$ cat config.mk
export PLATFORM = sky130hd
export DESIGN_NAME = fft_iter_ctrl_flat
export DESIGN_NICKNAME = d
export VERILOG_FILES = /design/src/rtl/fft_iter_ctrl_if.sv /design/src/rtl/fft_iter_ctrl.sv /design/src/flat_wrapper.sv
export SDC_FILE = /design/constraint.sdc
export NUM_CORES = 1
export LEC_CHECK = 0
export BUFFER_PORTS_ARGS = -buffer_cell sky130_fd_sc_hd__buf_4
export CORE_MARGIN = 2
export CORE_UTILIZATION = 25
export CTS_BUF_LIST = sky130_fd_sc_hd__clkbuf_16
export CTS_CLUSTER_DIAMETER = 60
export CTS_CLUSTER_SIZE = 20
export DETAILED_ROUTE_END_ITERATION = 8
export GPL_ROUTABILITY_DRIVEN = 0
export SETUP_SLACK_MARGIN = 0.02
export SLEW_MARGIN = 20
export SYNTH_ARGS = -nofsm -noshare
export SYNTH_HDL_FRONTEND = slang
export SYNTH_SLANG_ARGS = --single-unit
$ cat constraint.sdc
create_clock -name i_clk -period 9.2 [get_ports i_clk]
set_input_delay 1.84 -clock i_clk [delete_from_list [all_inputs] [get_ports i_clk]]
set_output_delay 1.84 -clock i_clk [all_outputs]
set_load 0.02 [all_outputs]
$ cat src/rtl/fft_iter_ctrl_if.sv
// Bus between the FFT sequencing controller and its RAM / twiddle ROM / butterfly datapath.
// Strobe semantics: no backpressure; o_rd_en and o_wr_en qualify their address lines for one cycle each,
// and i_start is a level that the controller samples only while idle.
interface fft_iter_ctrl_if #(
    parameter int LOG2_POINTS = 4
);
    logic                   i_start;
    logic                   o_busy;
    logic                   o_done;
    logic [3:0]             o_stage;
    logic                   o_rd_en;
    logic [LOG2_POINTS-1:0] o_rd_addr_a;
    logic [LOG2_POINTS-1:0] o_rd_addr_b;
    logic [LOG2_POINTS-2:0] o_tw_addr;
    logic                   o_wr_en;
    logic [LOG2_POINTS-1:0] o_wr_addr_a;
    logic [LOG2_POINTS-1:0] o_wr_addr_b;
    logic [1:0]             dbg_state;

    modport master (
        input  i_start,
        output o_busy, o_done, o_stage, o_rd_en, o_rd_addr_a, o_rd_addr_b, o_tw_addr,
               o_wr_en, o_wr_addr_a, o_wr_addr_b, dbg_state
    );

    modport slave (
        output i_start,
        input  o_busy, o_done, o_stage, o_rd_en, o_rd_addr_a, o_rd_addr_b, o_tw_addr,
               o_wr_en, o_wr_addr_a, o_wr_addr_b, dbg_state
    );
endinterface

$ cat src/rtl/fft_iter_ctrl.sv
// In-place radix-2 DIT FFT sequencer: issues butterfly read/twiddle addresses stage by stage
// and replays them as write-back addresses after the butterfly pipeline latency.
module fft_iter_ctrl #(
    parameter int LOG2_POINTS = 4,
    parameter int PIPE_LAT    = 2
) (
    input  logic i_clk,
    input  logic i_rst,
    fft_iter_ctrl_if.master bus
);
    localparam int L  = LOG2_POINTS;
    localparam int KW = LOG2_POINTS - 1;
    localparam int CW = $clog2(PIPE_LAT + 1);
    localparam logic [KW-1:0] K_LAST = {KW{1'b1}};

    typedef enum logic [1:0] {IDLE = 2'd0, RUN = 2'd1, DRAIN = 2'd2, DONE = 2'd3} state_t;

    state_t         state;
    logic [3:0]     s;
    logic [KW-1:0]  k;
    logic [CW-1:0]  cnt;
    logic           busy, done, rd_en;
    logic [L-1:0]   rd_a, rd_b;
    logic [KW-1:0]  tw;

    logic [PIPE_LAT-1:0] en_sr;
    logic [L-1:0]        a_sr [PIPE_LAT];
    logic [L-1:0]        b_sr [PIPE_LAT];

    logic [3:0]    iss_s;
    logic [KW-1:0] iss_k;
    logic [L-1:0]  half, pos, iss_a, iss_b;
    logic [KW-1:0] iss_tw;
    logic          last_stage;

    // Addresses of the butterfly issued on the coming edge: k=0 of the next stage when leaving DRAIN.
    always_comb begin
        iss_s  = 4'd0;
        iss_k  = '0;
        if (state == RUN) begin
            iss_s = s;
            iss_k = k;
        end else if (state == DRAIN) begin
            iss_s = s + 4'd1;
        end
        half   = L'(1) << iss_s;
        pos    = L'(iss_k) & (half - L'(1));
        iss_a  = ((L'(iss_k) >> iss_s) << (iss_s + 4'd1)) | pos;
        iss_b  = iss_a + half;
        iss_tw = KW'(pos << (4'(L - 1) - iss_s));
    end

    assign last_stage = (s == 4'(L - 1));

    always_ff @(posedge i_clk or posedge i_rst) begin
        if (i_rst) begin
            state <= IDLE;
            s     <= '0;
            k     <= '0;
            cnt   <= '0;
            busy  <= 1'b0;
            done  <= 1'b0;
            rd_en <= 1'b0;
            rd_a  <= '0;
            rd_b  <= '0;
            tw    <= '0;
        end else begin
            case (state)
                IDLE: begin
                    if (bus.i_start) begin
                        state <= RUN;
                        s     <= '0;
                        k     <= KW'(1);
                        busy  <= 1'b1;
                        rd_en <= 1'b1;
                        rd_a  <= iss_a;
                        rd_b  <= iss_b;
                        tw    <= iss_tw;
                    end
                end
                RUN: begin
                    rd_en <= 1'b1;
                    rd_a  <= iss_a;
                    rd_b  <= iss_b;
                    tw    <= iss_tw;
                    if (k == K_LAST) begin
                        k     <= '0;
                        cnt   <= '0;
                        state <= DRAIN;
                    end else begin
                        k <= k + KW'(1);
                    end
                end
                DRAIN: begin
                    if (cnt != CW'(PIPE_LAT)) begin
                        rd_en <= 1'b0;
                        cnt   <= cnt + CW'(1);
                    end else if (!last_stage) begin
                        s     <= s + 4'd1;
                        k     <= KW'(1);
                        state <= RUN;
                        rd_en <= 1'b1;
                        rd_a  <= iss_a;
                        rd_b  <= iss_b;
                        tw    <= iss_tw;
                    end else begin
                        busy  <= 1'b0;
                        done  <= 1'b1;
                        state <= DONE;
                    end
                end
                DONE: begin
                    done  <= 1'b0;
                    state <= IDLE;
                end
                default: state <= IDLE;
            endcase
        end
    end

    // Write-back replay line; it free-runs so every issued read produces exactly one write.
    always_ff @(posedge i_clk or posedge i_rst) begin
        if (i_rst) begin
            en_sr <= '0;
            for (int i = 0; i < PIPE_LAT; i++) begin
                a_sr[i] <= '0;
                b_sr[i] <= '0;
            end
        end else begin
            en_sr[0] <= rd_en;
            a_sr[0]  <= rd_a;
            b_sr[0]  <= rd_b;
            for (int i = 1; i < PIPE_LAT; i++) begin
                en_sr[i] <= en_sr[i-1];
                a_sr[i]  <= a_sr[i-1];
                b_sr[i]  <= b_sr[i-1];
            end
        end
    end

    assign bus.o_busy      = busy;
    assign bus.o_done      = done;
    assign bus.o_stage     = s;
    assign bus.o_rd_en     = rd_en;
    assign bus.o_rd_addr_a = rd_a;
    assign bus.o_rd_addr_b = rd_b;
    assign bus.o_tw_addr   = tw;
    assign bus.o_wr_en     = en_sr[PIPE_LAT-1];
    assign bus.o_wr_addr_a = a_sr[PIPE_LAT-1];
    assign bus.o_wr_addr_b = b_sr[PIPE_LAT-1];
    assign bus.dbg_state   = state;
endmodule

$ cat src/flat_wrapper.sv
// flat-port wrapper written by rule: the top's interface ports become plain ports
module fft_iter_ctrl_flat 
#(
    parameter int LOG2_POINTS = 4,
    parameter int PIPE_LAT    = 2
)
  (i_clk, i_rst, bus_i_start, bus_o_busy, bus_o_done, bus_o_stage, bus_o_rd_en, bus_o_rd_addr_a, bus_o_rd_addr_b, bus_o_tw_addr, bus_o_wr_en, bus_o_wr_addr_a, bus_o_wr_addr_b, bus_dbg_state);
  fft_iter_ctrl_if #(.LOG2_POINTS(LOG2_POINTS)) bus_i ();
  input  logic i_clk;
  input  logic i_rst;
  input wire logic [$bits(bus_i.i_start)-1:0] bus_i_start;
  output wire logic [$bits(bus_i.o_busy)-1:0] bus_o_busy;
  output wire logic [$bits(bus_i.o_done)-1:0] bus_o_done;
  output wire logic [$bits(bus_i.o_stage)-1:0] bus_o_stage;
  output wire logic [$bits(bus_i.o_rd_en)-1:0] bus_o_rd_en;
  output wire logic [$bits(bus_i.o_rd_addr_a)-1:0] bus_o_rd_addr_a;
  output wire logic [$bits(bus_i.o_rd_addr_b)-1:0] bus_o_rd_addr_b;
  output wire logic [$bits(bus_i.o_tw_addr)-1:0] bus_o_tw_addr;
  output wire logic [$bits(bus_i.o_wr_en)-1:0] bus_o_wr_en;
  output wire logic [$bits(bus_i.o_wr_addr_a)-1:0] bus_o_wr_addr_a;
  output wire logic [$bits(bus_i.o_wr_addr_b)-1:0] bus_o_wr_addr_b;
  output wire logic [$bits(bus_i.dbg_state)-1:0] bus_dbg_state;
  assign bus_i.i_start = bus_i_start;
  assign bus_o_busy = bus_i.o_busy;
  assign bus_o_done = bus_i.o_done;
  assign bus_o_stage = bus_i.o_stage;
  assign bus_o_rd_en = bus_i.o_rd_en;
  assign bus_o_rd_addr_a = bus_i.o_rd_addr_a;
  assign bus_o_rd_addr_b = bus_i.o_rd_addr_b;
  assign bus_o_tw_addr = bus_i.o_tw_addr;
  assign bus_o_wr_en = bus_i.o_wr_en;
  assign bus_o_wr_addr_a = bus_i.o_wr_addr_a;
  assign bus_o_wr_addr_b = bus_i.o_wr_addr_b;
  assign bus_dbg_state = bus_i.dbg_state;
  fft_iter_ctrl #(.LOG2_POINTS(LOG2_POINTS), .PIPE_LAT(PIPE_LAT)) u_core (.i_clk(i_clk), .i_rst(i_rst), .bus(bus_i));
endmodule
==> results.ini <==
[status]
status = complete, no violations

[detailed_routing]
routed_wl_mm = 4.86
post-route-drc-count = 0
first_pass_iters = 4
post_drt_wl_per_cell_um = 13.2
ant_nets = 0
drt-initial-drc-count = 121
num_vias = 1735
viasPerCell = 4.71

[clock_network]
cts_resized = 0
clock_sinks = 43
cts.path.max_buffers = 2
worstSkewPairLatency_ns = 0.29
ctsHoldBuffers = 0
cts_root_buf = clkbuf_16
numCtsBuffers = 5
cts_tree = done
clk_pin_slew_ns = 0.06
ctsHtreeMaxLevel = 2
post_cts_buffers = 0

[timing]
fmax_mhz = 263
maxSlewViolCount = 0
finalHoldViolations = 0
tns_ns = 0
final-setup-viol-count = 0
skew_ns = 0.00373
whs_ns = 0.348
worstMarginPinSlew_ns = 0.900
fin_crit_sh = 0.413
grt_setup_unrepaired = false
min_period_ns = 3.80
slew_headroom = 0.399

[synth]
yosysSeqAreaShare = 0.459
synth_area_leaders = dfrtp_1 (46%), ha_1 (4.8%), nand2_1 (4.3%), a21oi_1 (3.2%), buf_4 (3.2%)
yosys_register_bits = 43
yosys_most_used_dff = dfrtp_1
synth_async_sr_flop_share = 1.00
syn_area_per_cell_um2 = 9.84
yosysTopAreaCell = dfrtp_1
synth_top_area_share = 0.459
synthMostInstantiatedCell = dfrtp_1
netlist_instances = 238
yosysWarningCount = 0
synthTopCellsByCount = dfrtp_1 (43), nand2_1 (27), nor2_1 (16), a21oi_1 (15), o21ai_0 (15)
syn_area_um2 = 2340
synth.net_count = 251
synth_edf_count = 0
ys_types = 55

[hold_path]
hold_path.class = flip-flop to flip-flop

[finish]
fin_nets = 269
diodes = 0
postLayoutCoreUtil = 0.299
layout-drive-gt1-share = 0.202
layoutNonFillerInstCount = 368
area_delta_synth_final_pct = 16.8

[die]
start_util = 0.256
rows = 35
chipWidth_um = 101
dieArea_um2 = 10200
ios = 32
die_h_um = 101
core_area_um2 = 9150

[placed_design]
io_buffers = 31
dp.cells = 360
place_hpwl_mm = 3.45

[worst_setup_path]
crit_fanout = 14
cp_data_arrival_time_ns = 3.95
critPathKind = flip-flop to flip-flop
cp.required_ns = 9.35
cp-end-kind = flip-flop
worst_setup_path_start_kind = flip-flop

[global_route]
grt_usage = 0.104
grt_pass1_vias = 1673
grt_pass1_wl_mm = 8.38
antenna_found_initial = 0
grt-ovfl-total = 0
grt_max_degree = 44

[power]
peakVddDrop_v = 0.0000997
p_per_area_nw_per_um2 = 363
power_leakage_uw = 0.00123

[job]
drv_cap = 0

[sequential cells by signal, indices dropped and copies added (netlist names), 3 cells and up]
name	flops
u_core.a_sr	4
u_core.b_sr	4
u_core.bus.o_rd_addr_a	4
u_core.bus.o_rd_addr_b	4
u_core.bus.o_stage	4
u_core.bus.o_tw_addr	3
u_core.bus.o_wr_addr_a	4
u_core.bus.o_wr_addr_b	4
u_core.k	3
[power by group]
group          switching [µW]  internal (µW)  total (µW)
logic                     273            212         485
clock network            78.1            102         180
registers                72.1            256         328
[layer usage]
metal | part of all wire | routed length [µm] | vias to the layer above | GRT usage
met5 | 0 | 0 | - | 0
met4 | 0.013 | 65 | 0 | 0.0379
met3 | 0.059 | 285 | 8 | 0.0284
met2 | 0.48 | 2320 | 53 | 0.167
met1 | 0.45 | 2190 | 802 | 0.134
li1 | - | - | 872 | -
[through the flow]
step	worst slack, ns	total power [µW]	instance area, µm²
after floorplan	5.89	707	2340
after global routing	5.07	1090	2740
after detailed placement	5.43	823	2590
final	5.40	993	2740
after CTS	5.40	1010	2740
after global placement	5.59	815	2590
[cell usage in the layout (no fill, tap or decap), types with 3 or more instances in the layout]
cell type   n
nor3_1      7
clkbuf_16   5
dfrtp_1    43
nand2b_1    6
o21ai_0    15
nor2_1     16
nand2_1    27
buf_4      31
a21oi_1    15
a21o_1      4
mux2i_1     5
xnor2_1     3
ha_1        9
and2_1      3
a22o_1      3
nor2b_1     4
o21ai_1     4
inv_1      10
[cells by family (layout without fill, tap and decap cells)]
logic type / count (synthesis) / after routing / synth area share
AO/OA/AOI/OAI: 61 / 61 / 0.179
flip-flops: 43 / 43 / 0.459
XOR/XNOR: 6 / 6 / 0.0256
adder cells (fa/ha/maj): 10 / 10 / 0.0566
AND/OR/NAND/NOR: 79 / 79 / 0.170
buffers and inverters: 32 / 51 / 0.0737
multiplexers: 7 / 7 / 0.0358
[critical path, stage by stage (launching register included)]
cell      delay, ns
dfrtp_1        0.53
ha_1           0.33
xnor2_2        0.23
nand2b_1       0.08
a21oi_1        0.42
and2_1         0.23
inv_1          0.08
ha_1           0.28
nand3b_1       0.20
and2_1         0.24
inv_1          0.07
ha_1           0.22
a21o_1         0.18
a21oi_1        0.18
xor2_1         0.18
xnor2_1        0.13
o21ai_1        0.07
[worst paths after layout]
path	slack, ns	from	depth (start not counted)	endpoint
worst max-delay path	5.40	u_core.bus.o_stage[0]	16	u_core.bus.o_rd_addr_b[3]
worst min-delay path	0.35	u_core.b_sr[6]	0	u_core.bus.o_wr_addr_b[2]
worst max register to register	5.40	u_core.bus.o_stage[0]	16	u_core.bus.o_rd_addr_b[3]
worst min register to register	0.35	u_core.b_sr[6]	0	u_core.bus.o_wr_addr_b[2]
max in group asynchronous	6.89	i_rst	2	u_core.bus.o_rd_addr_a[1]
min in group asynchronous	1.76	i_rst	2	u_core.bus.o_stage[3]
[area by class of cell]
class | count | area [µm²]
clock buffers | 5 | 125
clock inverters | 3 | 23.8
fillers | 919 | 6420
inverters | 12 | 45.0
multi-input cells | 163 | 1090
flip-flops and latches | 43 | 1080
well taps | 111 | 139
repair buffers | 31 | 233
(Power assumes the default switching activity.)
